### src/rtl/fsk_pkg.sv
// ============================================================================
// fsk_pkg : shared state encoding and window-length / threshold helpers
// Rev 1.0 : initial release
// ============================================================================
`default_nettype none

package fsk_pkg;

  typedef enum logic [2:0] {
    IDLE  = 3'd0,
    HUNT  = 3'd1,
    START = 3'd2,
    ALIGN = 3'd3,
    DATA  = 3'd4,
    STOP  = 3'd5
  } state_t;

  function automatic int unsigned bit_ticks(input int unsigned clock_hz,
                                            input int unsigned rate);
    return clock_hz / rate;
  endfunction

  function automatic int unsigned q_ticks(input int unsigned bit_len);
    return bit_len / 4;
  endfunction

  function automatic int unsigned occupancy_threshold(input int unsigned len,
                                                      input int unsigned pct);
    return (len * pct) / 100;
  endfunction

endpackage

`default_nettype wire

### src/rtl/fsk_window_evaluator.sv
// ============================================================================
// fsk_window_evaluator : per-window occupancy check and mark/space decision
// Rev 1.0 : initial release
// ============================================================================
`default_nettype none

module fsk_window_evaluator (
  input  logic [31:0] f0_value,
  input  logic [31:0] f1_value,
  input  logic [31:0] s0,
  input  logic [31:0] s1,
  input  logic [31:0] threshold,
  output logic        valid,
  output logic        bit_value
);

  logic [31:0] d0;
  logic [31:0] d1;
  logic [32:0] d_sum;

  // Modulo subtraction keeps accumulator wrap invisible to the decision.
  assign d0        = f0_value - s0;
  assign d1        = f1_value - s1;
  assign d_sum     = {1'b0, d0} + {1'b0, d1};
  assign valid     = (d_sum >= {1'b0, threshold});
  assign bit_value = (d1 >= d0);

endmodule

`default_nettype wire

### src/rtl/fsk_bit_decoder.sv
// ============================================================================
// fsk_bit_decoder : windowed FSK bit slicer with UART framing and byte port
// Rev 1.0 : initial release
// ============================================================================
`default_nettype none

module fsk_bit_decoder
  import fsk_pkg::*;
#(
  parameter int unsigned CLOCK_FREQUENCY = 50000000,
  parameter int unsigned BIT_RATE        = 1000,
  parameter int unsigned MIN_OCCUPANCY   = 50
) (
  input  logic        clock,
  input  logic        clear,
  input  logic        enable,
  input  logic [31:0] f0_value,
  input  logic [31:0] f1_value,
  output logic [7:0]  byte_data,
  output logic        byte_valid,
  input  logic        byte_ready,
  output logic        framing_error,
  output logic        carrier_error,
  output logic        overflow,
  output logic        busy
);

  localparam int unsigned BIT_TICKS = bit_ticks(CLOCK_FREQUENCY, BIT_RATE);
  localparam int unsigned Q_TICKS   = q_ticks(BIT_TICKS);
  localparam int unsigned TH_Q      = occupancy_threshold(Q_TICKS, MIN_OCCUPANCY);
  localparam int unsigned TH_2Q     = occupancy_threshold(2 * Q_TICKS, MIN_OCCUPANCY);
  localparam int unsigned TH_BIT    = occupancy_threshold(BIT_TICKS, MIN_OCCUPANCY);

  state_t      state;
  state_t      state_next;
  logic [31:0] s0;
  logic [31:0] s1;
  logic [31:0] tick;
  logic [2:0]  index;
  logic [7:0]  shift;

  logic [31:0] win_len;
  logic [31:0] threshold;
  logic        last_tick;
  logic        win_valid;
  logic        win_bit;
  logic        framing_next;
  logic        carrier_next;
  logic        complete;
  logic        handshake;

  fsk_window_evaluator u_eval (
    .f0_value  (f0_value),
    .f1_value  (f1_value),
    .s0        (s0),
    .s1        (s1),
    .threshold (threshold),
    .valid     (win_valid),
    .bit_value (win_bit)
  );

  always_comb begin
    win_len   = BIT_TICKS;
    threshold = TH_BIT;
    case (state)
      HUNT, START: begin
        win_len   = Q_TICKS;
        threshold = TH_Q;
      end
      ALIGN: begin
        win_len   = 2 * Q_TICKS;
        threshold = TH_2Q;
      end
      default: ;
    endcase
  end

  assign last_tick = (state != IDLE) && (tick == win_len - 32'd1);
  assign busy      = (state == START) || (state == ALIGN) ||
                     (state == DATA)  || (state == STOP);
  assign handshake = byte_valid && byte_ready;

  always_comb begin
    state_next   = state;
    framing_next = 1'b0;
    carrier_next = 1'b0;
    complete     = 1'b0;
    if (!enable) begin
      state_next = IDLE;
    end else begin
      case (state)
        IDLE: state_next = HUNT;
        HUNT: begin
          if (last_tick && win_valid && !win_bit) state_next = START;
        end
        START: begin
          if (last_tick) begin
            if (!win_valid) begin
              carrier_next = 1'b1;
              state_next   = HUNT;
            end else if (win_bit) begin
              state_next = HUNT;
            end else begin
              state_next = ALIGN;
            end
          end
        end
        ALIGN: begin
          if (last_tick) state_next = DATA;
        end
        DATA: begin
          if (last_tick) begin
            if (!win_valid) begin
              carrier_next = 1'b1;
              state_next   = HUNT;
            end else if (index == 3'd7) begin
              state_next = STOP;
            end
          end
        end
        STOP: begin
          if (last_tick) begin
            state_next = HUNT;
            if (!win_valid)   carrier_next = 1'b1;
            else if (win_bit) complete     = 1'b1;
            else              framing_next = 1'b1;
          end
        end
        default: state_next = IDLE;
      endcase
    end
  end

  always_ff @(posedge clock) begin
    if (clear) begin
      state         <= IDLE;
      s0            <= 32'd0;
      s1            <= 32'd0;
      tick          <= 32'd0;
      index         <= 3'd0;
      shift         <= 8'd0;
      framing_error <= 1'b0;
      carrier_error <= 1'b0;
    end else begin
      state         <= state_next;
      framing_error <= framing_next;
      carrier_error <= carrier_next;

      // Snapshots follow the inputs in IDLE so the first HUNT window starts clean.
      if (state == IDLE || last_tick) begin
        s0   <= f0_value;
        s1   <= f1_value;
        tick <= 32'd0;
      end else begin
        tick <= tick + 32'd1;
      end

      if (!enable) begin
        tick  <= 32'd0;
        index <= 3'd0;
        shift <= 8'd0;
      end else if (state == ALIGN && last_tick) begin
        index <= 3'd0;
        shift <= 8'd0;
      end else if (state == DATA && last_tick && win_valid) begin
        shift[index] <= win_bit;
        index        <= index + 3'd1;
      end
    end
  end

  always_ff @(posedge clock) begin
    if (clear) begin
      byte_data  <= 8'd0;
      byte_valid <= 1'b0;
      overflow   <= 1'b0;
    end else begin
      overflow <= 1'b0;
      if (complete) begin
        if (!byte_valid || handshake) begin
          byte_data  <= shift;
          byte_valid <= 1'b1;
        end else begin
          overflow <= 1'b1;
        end
      end else if (handshake) begin
        byte_valid <= 1'b0;
      end
    end
  end

endmodule

`default_nettype wire

### config.mk
export PLATFORM = sky130hd
export DESIGN_NAME = fsk_bit_decoder
export DESIGN_NICKNAME = d
export VERILOG_FILES = /design/src/rtl/fsk_pkg.sv /design/src/rtl/fsk_window_evaluator.sv /design/src/rtl/fsk_bit_decoder.sv
export SDC_FILE = /design/constraint.sdc
export NUM_CORES = 1
export LEC_CHECK = 0
export BUFFER_PORTS_ARGS = -buffer_cell sky130_fd_sc_hd__buf_4
export CELL_PAD_IN_SITES_DETAIL_PLACEMENT = 2
export CELL_PAD_IN_SITES_GLOBAL_PLACEMENT = 2
export CORE_MARGIN = 3
export CORE_UTILIZATION = 33
export DETAILED_ROUTE_END_ITERATION = 10
export PLACE_DENSITY = 0.79
export SLEW_MARGIN = 20
export SYNTH_ARGS = -nofsm -noshare
export SYNTH_HDL_FRONTEND = slang
export SYNTH_SLANG_ARGS = --single-unit
### constraint.sdc
create_clock -name clock -period 7.3 [get_ports clock]
set_input_delay 1.095 -clock clock [delete_from_list [all_inputs] [get_ports clock]]
set_output_delay 1.095 -clock clock [all_outputs]
set_load 0.03 [all_outputs]
Yosys cells after proc, flatten, opt, wreduce, memory -nomap -nowiden
Cells that the tools add are included.
{"block": "word_totals", "ram_bits": 0, "mem_count": 0, "rom_bits": 0, "latchBits": 0, "output_inout_bits": 13, "regBits": 122, "input_bits": 68}
{"block": "classes", "n_lt_le_gt_ge": 4, "mux": 26, "n_reduce_logical": 29, "shift": 0, "n_bitwise": 6, "add_sub_neg": 6, "mul": 0, "eq_ne": 14, "n_div": 0}
{"op": "32-bit subtractor", "n": 2}
{"op": "32-bit by 32-bit adder with 33-bit output", "n": 1}
{"op": "33-bit by 15-bit >= comparator with 1-bit output", "n": 1}
{"op": "32-bit by 1-bit adder with 32-bit output, second input constant", "n": 1}
{"op": "32-bit equality test", "n": 1}
{"op": "32-bit >= comparator", "n": 1}
{"op": "16-bit one-hot mux with 2 select lines", "n": 1}
{"op": "32-bit by 1-bit subtractor with 32-bit output, second input constant", "n": 1}
{"op": "15-bit one-hot mux with 2 select lines", "n": 1}
{"op": "3-bit 2-to-1 mux", "n": 7}
{"op": "3-bit one-hot mux with 6 select lines", "n": 1}
{"op": "1-bit 2-to-1 mux", "n": 12}
{"op": "2-bit != test, second input constant", "n": 5}
{"op": "3-bit equality test, second input constant", "n": 3}
{"op": "3-bit OR reduction", "n": 3}
{"op": "8-bit bitwise mux", "n": 1}
{"op": "1-bit logical AND", "n": 8}
{"op": "3-bit by 2-bit equality test with 1-bit output, second input constant", "n": 2}
{"op": "1-bit inverter", "n": 6}
{"op": "6-bit AND reduction", "n": 1}
{"op": "2-bit OR reduction", "n": 3}
{"op": "1-bit logical OR", "n": 5}
{"op": "5-bit OR reduction", "n": 1}
{"op": "3-bit by 4-bit less-than comparator with 1-bit output, second input constant", "n": 1}
{"op": "13 further kinds", "n": 16}

Depth between registers and ports, before layout
Gate-level depths: netlist of the first run.
{"block": "logic_depth", "ltp_word": 11, "mapped_depth": 33}

Modules after synthesis
Synthesis of the first run repeated with hierarchy kept, for this count alone.
{"block": "unflattened", "cells_unflattened": 1633, "hier_area_um2": 12774.8}
{"module": "fsk_window_evaluator", "cells_each": 992, "area_per_inst_um2": 6804.0, "n_inst": 1, "seq_area_each_um2": 0.0}
{"module": "fsk_bit_decoder", "cells_each": 641, "area_per_inst_um2": 5970.7, "n_inst": 1, "seq_area_each_um2": 2442.3}

Least setup slack after synthesis of the first run
Ideal clock, no wire load.
{"block": "synth_path", "path_kind": "input to register", "start": "in f1_value[0]", "end": "reg state[2]", "arrival_ns": 6.741, "stages": 31, "path_slack_ns": 0.458, "required_time_ns": 7.199, "setup_ns": 0.101, "path_cell_list": "inv_1 ha_1 inv_1 fa_1 a21o_1 a21oi_1 nor2b_1 o21ai_0 a21oi_1 a21o_1 o21ai_0 nor2b_1 xnor2_1 ha_1 buf_2 and4_1 o21ai_1 o221ai_1 or2_2 xor2_1 ha_1 a221o_1 a2111oi_0 nand4_1 a2111oi_0 and4_1 and4_1 buf_6 mux2i_1 nand2_1 o41ai_1"}
{"block": "synth_via", "elab_chain_len": 7}
{"item": "start, declared", "line_no": "fsk_bit_decoder.sv:18", "text": "input logic [31:0] f1_value,"}
{"item": "32-bit subtractor (*)", "line_no": "fsk_window_evaluator.sv:23", "text": "assign d1 = f1_value - s1;"}
{"item": "32-bit by 32-bit adder with 33-bit output", "line_no": "fsk_window_evaluator.sv:24", "text": "assign d_sum = {1'b0, d0} + {1'b0, d1};"}
{"item": "33-bit by 15-bit >= comparator with 1-bit output", "line_no": "fsk_window_evaluator.sv:25", "text": "assign valid = (d_sum >= {1'b0, threshold});"}
{"item": "1-bit logical AND (2 in series)", "line_no": "fsk_bit_decoder.sv:94", "text": "if (last_tick && win_valid && !win_bit) state_next = START;"}
{"item": "2-bit != test (no source line)"}
{"item": "6-bit AND reduction (no source line)"}
{"item": "end signal, assigned", "line_no": "fsk_bit_decoder.sv:145", "text": "state <= state_next;"}
{"item": "end, declared", "line_no": "fsk_bit_decoder.sv:34", "text": "state_t state;"}
Mark *: on every way between the ends. The rest lies on a longest branch, timed or not. The select of a mux whose other input is x is not followed.
A chain may end at the register's enable or synchronous reset.

Final worst setup path of the first run
{"block": "layout_path", "start": "in f0_value[0]", "end": "reg state[2]"}
{"block": "layout_via", "elab_chain_len": 7}
{"item": "start, declared", "line_no": "fsk_bit_decoder.sv:17", "text": "input logic [31:0] f0_value,"}
{"item": "32-bit subtractor (*)", "line_no": "fsk_window_evaluator.sv:22", "text": "assign d0 = f0_value - s0;"}
{"item": "32-bit by 32-bit adder with 33-bit output", "line_no": "fsk_window_evaluator.sv:24"}
{"item": "33-bit by 15-bit >= comparator with 1-bit output", "line_no": "fsk_window_evaluator.sv:25"}
{"item": "1-bit logical AND (2 in series)", "line_no": "fsk_bit_decoder.sv:94"}
{"item": "2-bit != test (no source line)"}
{"item": "6-bit AND reduction (no source line)"}
Marked as above.

==> impl_metrics.env, run 1 <==
export IMPL_p_leak_nw=6.35
export IMPL_worst_pin_slew_ns=0.948
export IMPL_diodes=0
export IMPL_fin_cells=2167
export IMPL_yosys_area_share_simple_pct=22.2
export IMPL_nets=1927
export IMPL_muxShareOfSynthArea_pct=1.99
export IMPL_drive_gt1_share_pct=17.7
export IMPL_num_vias=11620
export IMPL_first_pass_iters=4
export IMPL_reg2reg_to="state[2]$_SDFFE_PP0P_"
export IMPL_root_buffer="clkbuf_16"
export IMPL_crit_family="compound AO/OA/AOI/OAI gates"
export IMPL_viasPerCell=5.36
export IMPL_dp_cells=2135
export IMPL_clk_pin_slew_ns=0.06
export IMPL_min_to="s0[15]$_SDFFE_PP0P_"
export IMPL_die_w_um=192
export IMPL_core_sq_um=33800
export IMPL_startpoint_type="input port"
export IMPL_syn_area_sq_um=11400
export IMPL_drt_iter0_markers=410
export IMPL_crit_type="in -> reg"
export IMPL_rows=67
export IMPL_wl_per_cell_um=19.4
export IMPL_synth_compound_area_share_pct=22.2
export IMPL_areaGrowthSynthToFinish_pct=23.6
export IMPL_r2r_cells=27
export IMPL_grt_pass1_wl_um=69200
export IMPL_synthDistinctLibCells=84
export IMPL_setup_viol=0
export IMPL_cts_buffer_depth=2
export IMPL_finalClockSkew_ns=0.0116
export IMPL_slew_headroom_pct=36.8
export IMPL_ios=81
export IMPL_cts_hold_buffers=0
export IMPL_fin_crit_ns=7.00
export IMPL_synth_top_area_share_pct=21.4
export IMPL_max_freq_mhz=143
export IMPL_syn_instance_count=1513
export IMPL_maxCapViolCount=0
export IMPL_pre_cts_slack_ns=-0.838
export IMPL_insertion_delay_ns=0.46
export IMPL_synth_seq_area_share_pct=21.4
export IMPL_final_util_pct=41.7
export IMPL_cts_made_buffers=17
export IMPL_fin_total_pwr_mw=4.49
export IMPL_cts_tree="done"
export IMPL_start_util_pct=33.7
export IMPL_track_usage_pct=23.5
export IMPL_port_buffers=80
export IMPL_whs_path_depth=2
export IMPL_hold_path_class="reg -> reg"
export IMPL_synth_area_leader_cell="dfxtp_1"
export IMPL_n_fill_cell=3955
export IMPL_cp_slowest_cell="a2111oi_0"
export IMPL_min_from="s0[15]$_SDFFE_PP0P_"
export IMPL_cts_sinks=122
export IMPL_crit_required_ns=7.65
export IMPL_r2r_start="s0[1]$_SDFFE_PP0P_"
export IMPL_synth_xor_area_share_pct=8.84
export IMPL_dp_hpwl_um=32500
export IMPL_grt_overflow_total=0
export IMPL_synthFlopType="dfxtp_1"
export IMPL_ys_ff_latch=122
export IMPL_slowest_delay_ns=0.48
export IMPL_finalWorstSetupSlack_ns=0.298
export IMPL_ys_top_cells_by_area="dfxtp_1 21%, ha_1 16%, a21oi_1 7.3%, nand2_1 6.8%, xnor2_1 4.9%"
export IMPL_place_congestion=0.931
export IMPL_ant_nets=0
export IMPL_die_area_sq_um=36800
export IMPL_synth_fa_ha_area_share_pct=16.8
export IMPL_slew_viol_final=0
export IMPL_htreeDepth=4
export IMPL_syn_area_per_cell_sq_um=7.53
export IMPL_status="finished clean"
export IMPL_worst_path_buf_inv=4
export IMPL_end_kind="register"
export IMPL_crit_arrival_ns=7.36
export IMPL_finalCritPeriodShare_pct=95.9
export IMPL_grt_antenna_before_repair=0
export IMPL_ys_warn_count=0
export IMPL_routed_wl_um=42100
export IMPL_rrSetupSlack_ns=0.73
export IMPL_hold_viol=0
export IMPL_grt_max_degree=76
export IMPL_grt_pass1_vias=13045
export IMPL_syn_nets=1732
export IMPL_async_flop_share_pct=0
export IMPL_ir_drop_uv=212
export IMPL_p_per_area_nw_per_um2=319
export IMPL_die_h_um=192
export IMPL_synth_top_family_by_area="simple AND/OR/NAND/NOR gates"
export IMPL_drc=0
export IMPL_synth_edff_count=0
export IMPL_path_max_fanout=5
## flip-flops by register name, summed over array words and instances (netlist names)
register / count
shift: 8
index: 3
framing_error: 1
byte_valid: 1
byte_data: 8
s0: 32
overflow: 1
carrier_error: 1
tick: 32
state: 3
s1: 32
## cells in the mapped netlist (4+ instances only)
cell type  count
o31a_1         5
o31ai_1        4
nor2_1       105
nor4_1        12
inv_1        133
or2_2          6
and3_1        23
nor3b_1        5
xor2_1        51
and4_1         7
a31o_2         4
o21ai_0       42
a211o_1        8
nor3_1        23
xnor2_1       64
a21oi_1      167
mux2i_1       20
buf_2         16
or4_1          4
o221ai_1       6
o41ai_1        5
nand4_1       20
o21a_1        14
nand3b_1       4
dfxtp_1      122
o21bai_1      12
a211oi_1       7
a31oi_1        9
a21o_1        44
and2_1         5
o2111ai_1      4
o311ai_0       4
clkbuf_1      37
o211ai_1       8
ha_1         148
nand3_1       38
nand2b_1      16
nor2b_1       27
nand2_1      207
a2111oi_0      6
or3_1          7
a221o_1        4
## layout make-up
cell class | instances | area (sq um) | area share [%]
Multi-Input combinational cell | 1201 | 8280 | 58.8
Sequential cell | 122 | 2440 | 17.3
Timing Repair Buffer | 232 | 1740 | 12.4
Tap cell | 448 | 561 | 3.98
Inverter | 134 | 503 | 3.57
Clock buffer | 18 | 429 | 3.05
Clock inverter | 12 | 128 | 0.906
## power by group
group          internal [mW]  switching (mW)
sequential             0.699          0.0192
combinational           1.26            1.66
clock                  0.496           0.357
total                   2.45            2.04
## worst max-delay path by stage
stage	from	endpoint	slack [ns]	depth (start not counted)
detailed placement	f1_value[0]	state[2]$_SDFFE_PP0P_	-0.84	29
finish	f0_value[0]	state[2]$_SDFFE_PP0P_	0.30	29
global placement	f1_value[0]	state[2]$_SDFFE_PP0P_	-0.49	29
floorplan	f1_value[0]	state[2]$_SDFFE_PP0P_	0.46	31
global route	f1_value[0]	state[2]$_SDFFE_PP0P_	-0.02	30
CTS	f0_value[0]	state[2]$_SDFFE_PP0P_	0.07	28
## per-stage QoR
stage	TNS (ns)	hold WS [ns]	cell area, sq um
floorplan	0	0.426	11400
CTS	0	0.455	14000
global route	-0.0186	0.476	14100
global placement	-8.54	0.437	13400
detailed placement	-12.85	0.446	13400
finish	0	0.451	14100
## placed cells by master (no fill, tap or decap), drive strengths merged, types with 20 or more instances in the layout
master and count:
nor3 26, buf 232, and3 23, a21oi 168, nor2b 27, xnor2 64, ha 148, inv 135
nor2 105, nand3 38, dfxtp 122, mux2i 20, xor2 51, nand2 207, nand4 20, o21ai 45
a21o 44
## per-layer routing
layer,share of wire [%],vias to the layer above,wire (um),global-route usage (%)
li1,-,5676,-,-
met5,0,-,0,0
met3,2.2,46,946,3.27
met4,1.7,0,703,6.24
met1,45,5748,19000,28.8
met2,51,150,21500,42.8
## timing repair
action                     CTS  global route
buffers inserted             0             2
pin swaps                    0             1
setup endpoints to repair   21            25
gates resized for setup      6            12
## worst reg2reg max path, cell delays in order, from the launching register on
cell and delay (ns):
dfxtp_1 0.34, inv_1 0.08, ha_1 0.27, nor2b_1 0.15, o31a_1 0.28, o41ai_2 0.24, buf_4 0.17, a21oi_1 0.10
a311oi_2 0.30, a21o_1 0.24, o311ai_0 0.19, buf_4 0.19, a21o_1 0.20, a21o_1 0.18, a21o_1 0.20, xor2_1 0.16
ha_1 0.39, a21o_1 0.23, a21oi_1 0.20, o21bai_1 0.12, a2111oi_0 0.52, nand2_1 0.11, a2111oi_1 0.26, and4_1 0.24
and4_4 0.31, mux2i_2 0.30, nand2_1 0.16, o41ai_2 0.33
## cell families (layout without fill, tap and decap cells)
group / after synthesis / count (layout)
AO/OA/AOI/OAI: 388 / 388
XOR/XNOR: 115 / 115
adder cells (fa/ha/maj): 151 / 151
buffers and inverters: 190 / 396
flip-flops: 122 / 122
multiplexers: 22 / 22
AND/OR/NAND/NOR: 525 / 525
Power figures use the tool's default switching activity.
==> inputs of run 2 (changes only) <==
Settings changed: CORE_UTILIZATION 33 to 34, SYNTH_HIERARCHICAL set to 1.
==> impl_metrics.env, run 2 <==
export IMPL_start_util_pct=34.7
export IMPL_drt_iter0_markers=470
export IMPL_port_buffers=80
export IMPL_die_h_um=200
export IMPL_grt_pass1_vias=13554
export IMPL_cp_slowest_cell="a311oi_4"
export IMPL_finalWorstSetupSlack_ns=0.366
export IMPL_track_usage_pct=22.0
export IMPL_pre_cts_slack_ns=-0.323
export IMPL_async_flop_share_pct=0
export IMPL_cts_buffer_depth=2
export IMPL_synth_seq_area_share_pct=19.1
export IMPL_drc=0
export IMPL_wl_met1_um=20100
export IMPL_hold_path_class="reg -> reg"
export IMPL_top_layer="met4"
export IMPL_finalClockSkew_ns=0.0124
export IMPL_core_sq_um=36800
export IMPL_viasPerCell=5.44
export IMPL_largestRegisters="s0 x32, s1 x32, tick x32"
export IMPL_synthFlopType="dfxtp_1"
export IMPL_final_cell_mix="163 x inv_1, 163 x ha_1, 162 x nand2b_1"
export IMPL_cts_made_buffers=17
export IMPL_ys_ff_latch=122
export IMPL_dp_hpwl_um=32400
export IMPL_ant_nets=0
export IMPL_syn_instance_count=1633
export IMPL_crit_required_ns=7.68
export IMPL_ys_warn_count=6
export IMPL_cts_sinks=122
export IMPL_first_pass_iters=4
export IMPL_diodes=0
export IMPL_hold_viol=0
export IMPL_n_fill_cell=4247
export IMPL_root_buffer="clkbuf_16"
export IMPL_htreeDepth=4
export IMPL_slowest_delay_ns=0.41
export IMPL_clk_pin_slew_ns=0.06
export IMPL_wl_per_cell_um=19.2
export IMPL_areaGrowthSynthToFinish_pct=18.2
export IMPL_ir_drop_uv=183
export IMPL_worst_pin_slew_ns=0.952
export IMPL_place_congestion=0.863
export IMPL_grt_overflow_total=0
export IMPL_fin_cells=2248
export IMPL_grt_antenna_before_repair=0
export IMPL_synthDistinctLibCells=83
export IMPL_post_synth_top_count_cell="ha_1"
export IMPL_slew_viol_final=0
export IMPL_startpoint_type="input port"
export IMPL_num_vias=12222
export IMPL_insertion_delay_ns=0.45
export IMPL_routed_wl_um=43300
export IMPL_max_freq_mhz=144
export IMPL_wl_met3_um=953
export IMPL_post_synth_most_frequent_cells="165 x ha_1, 163 x inv_1, 162 x nand2b_1"
export IMPL_ios=81
export IMPL_crit_arrival_ns=7.31
export IMPL_synth_top_area_share_pct=19.1
export IMPL_p_per_area_nw_per_um2=300
export IMPL_end_kind="register"
export IMPL_cts_tree="done"
export IMPL_status="finished clean"
export IMPL_cts_hold_buffers=0
export IMPL_synth_edff_count=0
export IMPL_path_max_fanout=8
export IMPL_grt_max_degree=149
export IMPL_die_w_um=200
export IMPL_fin_total_pwr_mw=4.54
export IMPL_ys_top_cells_by_area="dfxtp_1 19%, ha_1 16%, nand2b_1 7.9%, mux2i_1 5.8%, xnor2_1 5.0%"
export IMPL_rows=70
export IMPL_drive_gt1_share_pct=13.8
export IMPL_slew_headroom_pct=36.5
export IMPL_setup_viol=0
export IMPL_maxCapViolCount=0
export IMPL_fin_crit_ns=6.93
export IMPL_wl_met2_um=21500
export IMPL_hold_worst_slack_ns=0.476
export IMPL_syn_area_per_cell_sq_um=7.82
export IMPL_die_area_sq_um=39900
export IMPL_p_leak_nw=6.39
export IMPL_grt_pass1_wl_um=70600
export IMPL_finalCritPeriodShare_pct=95.0
export IMPL_crit_type="in -> reg"
export IMPL_nets=2003
export IMPL_syn_area_sq_um=12800
export IMPL_synth_area_leader_cell="dfxtp_1"
export IMPL_dp_cells=2214
[run 2: worst max-delay path, delay by kind of cell]
kind	cells	cell delay, ns
AO/OA/AOI/OAI	12	2.06
adder cells (fa/ha/maj)	3	0.91
buffers and inverters	5	0.78
multiplexers	1	0.19
AND/OR/NAND/NOR	12	2.25
[run 2: path summary, 6_finish.rpt]
check                           cells after the start  slack, ns                         to                start
worst max-delay path                               33       0.37  byte_data[4]$_SDFFE_PP0P_          f1_value[2]
worst min-delay path                                2       0.48        s1[28]$_SDFFE_PP0P_  s1[28]$_SDFFE_PP0P_
worst max register to register                     32       0.71  byte_data[4]$_SDFFE_PP0P_   s1[1]$_SDFFE_PP0P_
worst min register to register                      2       0.48        s1[28]$_SDFFE_PP0P_  s1[28]$_SDFFE_PP0P_
[run 2: repair_timing]
item | CTS | global route
buffers inserted | 0 | 2
setup endpoints to repair | 0 | 25
resized for setup | 0 | 27
[run 2: metal layers]
metal	up-vias	track usage, %
met5	-	0
met4	0	5.74
met3	45	3.27
met2	146	39.4
met1	6092	27.8
li1	5939	-
[run 2: area by class of cell]
type / instances / area (sq um) / area share (%)
Multi-Input combinational cell: 1302 / 9610 / 63.6
Sequential cell: 122 / 2440 / 16.2
Clock inverter: 12 / 163 / 1.08
Clock buffer: 20 / 467 / 3.09
Timing Repair Buffer: 161 / 1230 / 8.14
Tap cell: 468 / 586 / 3.88
Inverter: 163 / 612 / 4.05
[run 2: through the flow]
step / TNS [ns] / cell area [sq um] / utilization, %
final: 0 / 15100 / 41.1
after global routing: -0.191 / 15100 / 41.1
after CTS: 0 / 15000 / 40.7
after detailed placement: -4.64 / 14300 / 39.0
after global placement: -0.0214 / 14300 / 39.0
after floorplan: 0 / 12800 / -
[run 2: where the power goes]
| part | switching, mW | internal [mW] | total, mW |
|---|---|---|---|
| Combinational | 1.62 | 1.25 | 2.87 |
| Sequential | 0.0223 | 0.701 | 0.724 |
| Clock | 0.378 | 0.568 | 0.946 |
| Total | 2.02 | 2.52 | 4.54 |
[run 2: kinds of logic (layout without fill, tap and decap cells)]
family | Yosys count | in the layout | synth area share [%]
buffers and inverters | 228 | 356 | 7.20
xor gates and xnor gates | 113 | 113 | 7.75
and+or+nand+nor | 581 | 581 | 25.2
other | 1 | 20 | 0.0294
muxes | 75 | 75 | 5.89
adders and majority gates | 168 | 168 | 16.6
DFF | 122 | 122 | 19.1
AOI/OAI and AO/OA | 345 | 345 | 18.2
==> inputs of run 3 (changes only) <==
Settings changed: ABC_AREA set to 1, CORE_UTILIZATION 34 to 31.
==> impl_metrics.env, run 3 <==
export IMPL_status="finished clean"
export IMPL_nets=2475
export IMPL_place_congestion=0.925
export IMPL_cp_slowest_cell="ha_1"
export IMPL_rows=75
export IMPL_clk_pin_slew_ns=0.06
export IMPL_synthDistinctLibCells=59
export IMPL_num_vias=14101
export IMPL_n_fill_cell=5277
export IMPL_fin_tns_setup_ns=0
export IMPL_hold_path_class="reg -> reg"
export IMPL_routed_wl_um=50100
export IMPL_viasPerCell=5.05
export IMPL_max_freq_mhz=149
export IMPL_grt_overflow_total=0
export IMPL_synthFlopType="dfxtp_1"
export IMPL_final_cell_mix="450 x nand2_1, 348 x inv_1, 335 x nor2_1"
export IMPL_crit_type="in -> reg"
export IMPL_cts_sinks=122
export IMPL_ant_nets=0
export IMPL_die_w_um=213
export IMPL_grt_antenna_before_repair=0
export IMPL_areaGrowthSynthToFinish_pct=13.8
export IMPL_ys_warn_count=6
export IMPL_finalCritPeriodShare_pct=91.6
export IMPL_cts_tree="done"
export IMPL_async_flop_share_pct=0
export IMPL_rsz0062_at_grt="no"
export IMPL_root_buffer="clkbuf_16"
export IMPL_setup_viol=0
export IMPL_ys_ff_latch=122
export IMPL_die_area_sq_um=45300
export IMPL_multi_input_comb_area_sq_um=9370
export IMPL_synth_edff_count=0
export IMPL_min_from="shift[0]$_SDFFE_PP0P_"
export IMPL_core_sq_um=42100
export IMPL_largestRegisters="s0 x32, s1 x32, tick x32"
export IMPL_drc=0
export IMPL_worstSetupStartpoint="f1_value[23]"
export IMPL_slew_viol_final=0
export IMPL_slew_headroom_pct=40.6
export IMPL_cts_hold_buffers=0
export IMPL_first_pass_iters=4
export IMPL_syn_instance_count=2141
export IMPL_layout_commonest_cell="nand2_1"
export IMPL_track_usage_pct=22.5
export IMPL_whs_path_depth=2
export IMPL_wl_per_cell_um=17.9
export IMPL_crit_top_cell="nand2_1"
export IMPL_crit_required_ns=7.67
export IMPL_worst_pin_slew_ns=0.885
export IMPL_grt_pass1_vias=15524
export IMPL_maxCapViolCount=0
export IMPL_post_synth_top_count_cell="nand2_1"
export IMPL_r2r_start="s1[23]$_SDFFE_PP0P_"
export IMPL_regArea_sq_um=2440
export IMPL_start_util_pct=31.5
export IMPL_min_to="byte_data[0]$_SDFFE_PP0P_"
export IMPL_post_synth_most_frequent_cells="450 x nand2_1, 348 x inv_1, 335 x nor2_1"
export IMPL_startpoint_type="input port"
export IMPL_drive_gt1_share_pct=8.97
export IMPL_hold_viol=0
export IMPL_ys_top_cells_by_area="dfxtp_1 18%, ha_1 16%, nand2_1 13%, inv_1 9.8%, nor2_1 9.5%"
export IMPL_end_kind="register"
export IMPL_syn_area_per_cell_sq_um=6.20
export IMPL_path_max_fanout=12
export IMPL_htreeDepth=4
export IMPL_drt_iter0_markers=545
export IMPL_die_h_um=213
export IMPL_rrSetupSlack_ns=0.99
export IMPL_fin_crit_ns=6.69
export IMPL_synth_seq_area_share_pct=18.4
export IMPL_ios=81
export IMPL_port_buffers=80
export IMPL_slowest_delay_ns=0.48
export IMPL_grt_max_degree=74
export IMPL_syn_area_sq_um=13300
export IMPL_insertion_delay_ns=0.48
export IMPL_grt_pass1_wl_um=80700
export IMPL_r2r_cells=35
export IMPL_synth_area_leader_cell="dfxtp_1"
export IMPL_crit_arrival_ns=7.06
export IMPL_finalClockSkew_ns=0.0188
export IMPL_synth_top_area_share_pct=18.4
export IMPL_cts_buffer_depth=2
export IMPL_reg2reg_to="byte_data[7]$_SDFFE_PP0P_"
export IMPL_dp_hpwl_um=42000
export IMPL_cts_made_buffers=17
run 3: how the worst max path moves through the flow:
stage	endpoint	slack [ns]	depth (start not counted)
CTS	byte_data[7]$_SDFFE_PP0P_	0.28	39
global placement	byte_data[6]$_SDFFE_PP0P_	0.13	39
detailed placement	byte_data[7]$_SDFFE_PP0P_	-0.24	39
finish	byte_data[7]$_SDFFE_PP0P_	0.61	35
floorplan	byte_data[2]$_SDFFE_PP0P_	1.58	35
global route	byte_data[7]$_SDFFE_PP0P_	0.0008	39
run 3: layout make-up:
type                       count  area share, %
antenna                        1         0.0166
clock buffer                  20           3.02
clock inverter                12           1.07
inverter                     357           8.87
multi-input combinational   1653           62.0
sequential                   122           16.2
tap                          539           4.46
timing repair buffer          88           4.37
run 3: repair_timing:
| item | in CTS | in global routing |
|---|---|---|
| setup buffers | 0 | 1 |
| hold endpoints to repair | 0 | 0 |
| endpoints found under the setup margin | 0 | 8 |
| resized for setup | 0 | 4 |
run 3: through the flow:
step | util (%) | instances | hold WS [ns] | instance area (sq um) | setup slack, ns
after detailed placement | 34.3 | 2758 | 0.453 | 14500 | -0.240
after floorplan | - | 2160 | 0.418 | 13300 | 1.58
after global placement | 34.3 | 2758 | 0.427 | 14500 | 0.127
after global routing | 35.8 | 2791 | 0.494 | 15100 | 0.000790
after CTS | 35.8 | 2790 | 0.462 | 15100 | 0.282
final | 35.8 | 2792 | 0.456 | 15100 | 0.611
run 3: cell families (layout without fill, tap and decap cells):
group,Yosys count,in the layout,synth area share [%]
buf+inv,385,477,11.8
other cells,1,21,0.0282
simple gates,1019,1019,33.2
compound gates,364,364,15.2
flops,122,122,18.4
fa+ha+maj,168,168,16.0
xor+xnor,82,82,5.41
run 3: critical path, delay by kind of cell:
| family | cells | cell delay (ns) |
|---|---|---|
| adder cells (fa/ha/maj) | 3 | 1.16 |
| AO/OA/AOI/OAI | 3 | 1.04 |
| buffers and inverters | 3 | 0.34 |
| AND/OR/NAND/NOR | 26 | 3.41 |
run 3: layer usage:
metal  wire [um]  global-route usage, %  share of wire (%)
met1       22700                   27.7                 45
met2       25100                   40.3                 50
met3        1320                   3.63                2.6
met4         995                   6.63                2.0
met5           0                      0                  0
Power of run 3 is not shown: default switching activity piles up to over one toggle a cycle in this logic, so the estimate is an artifact.
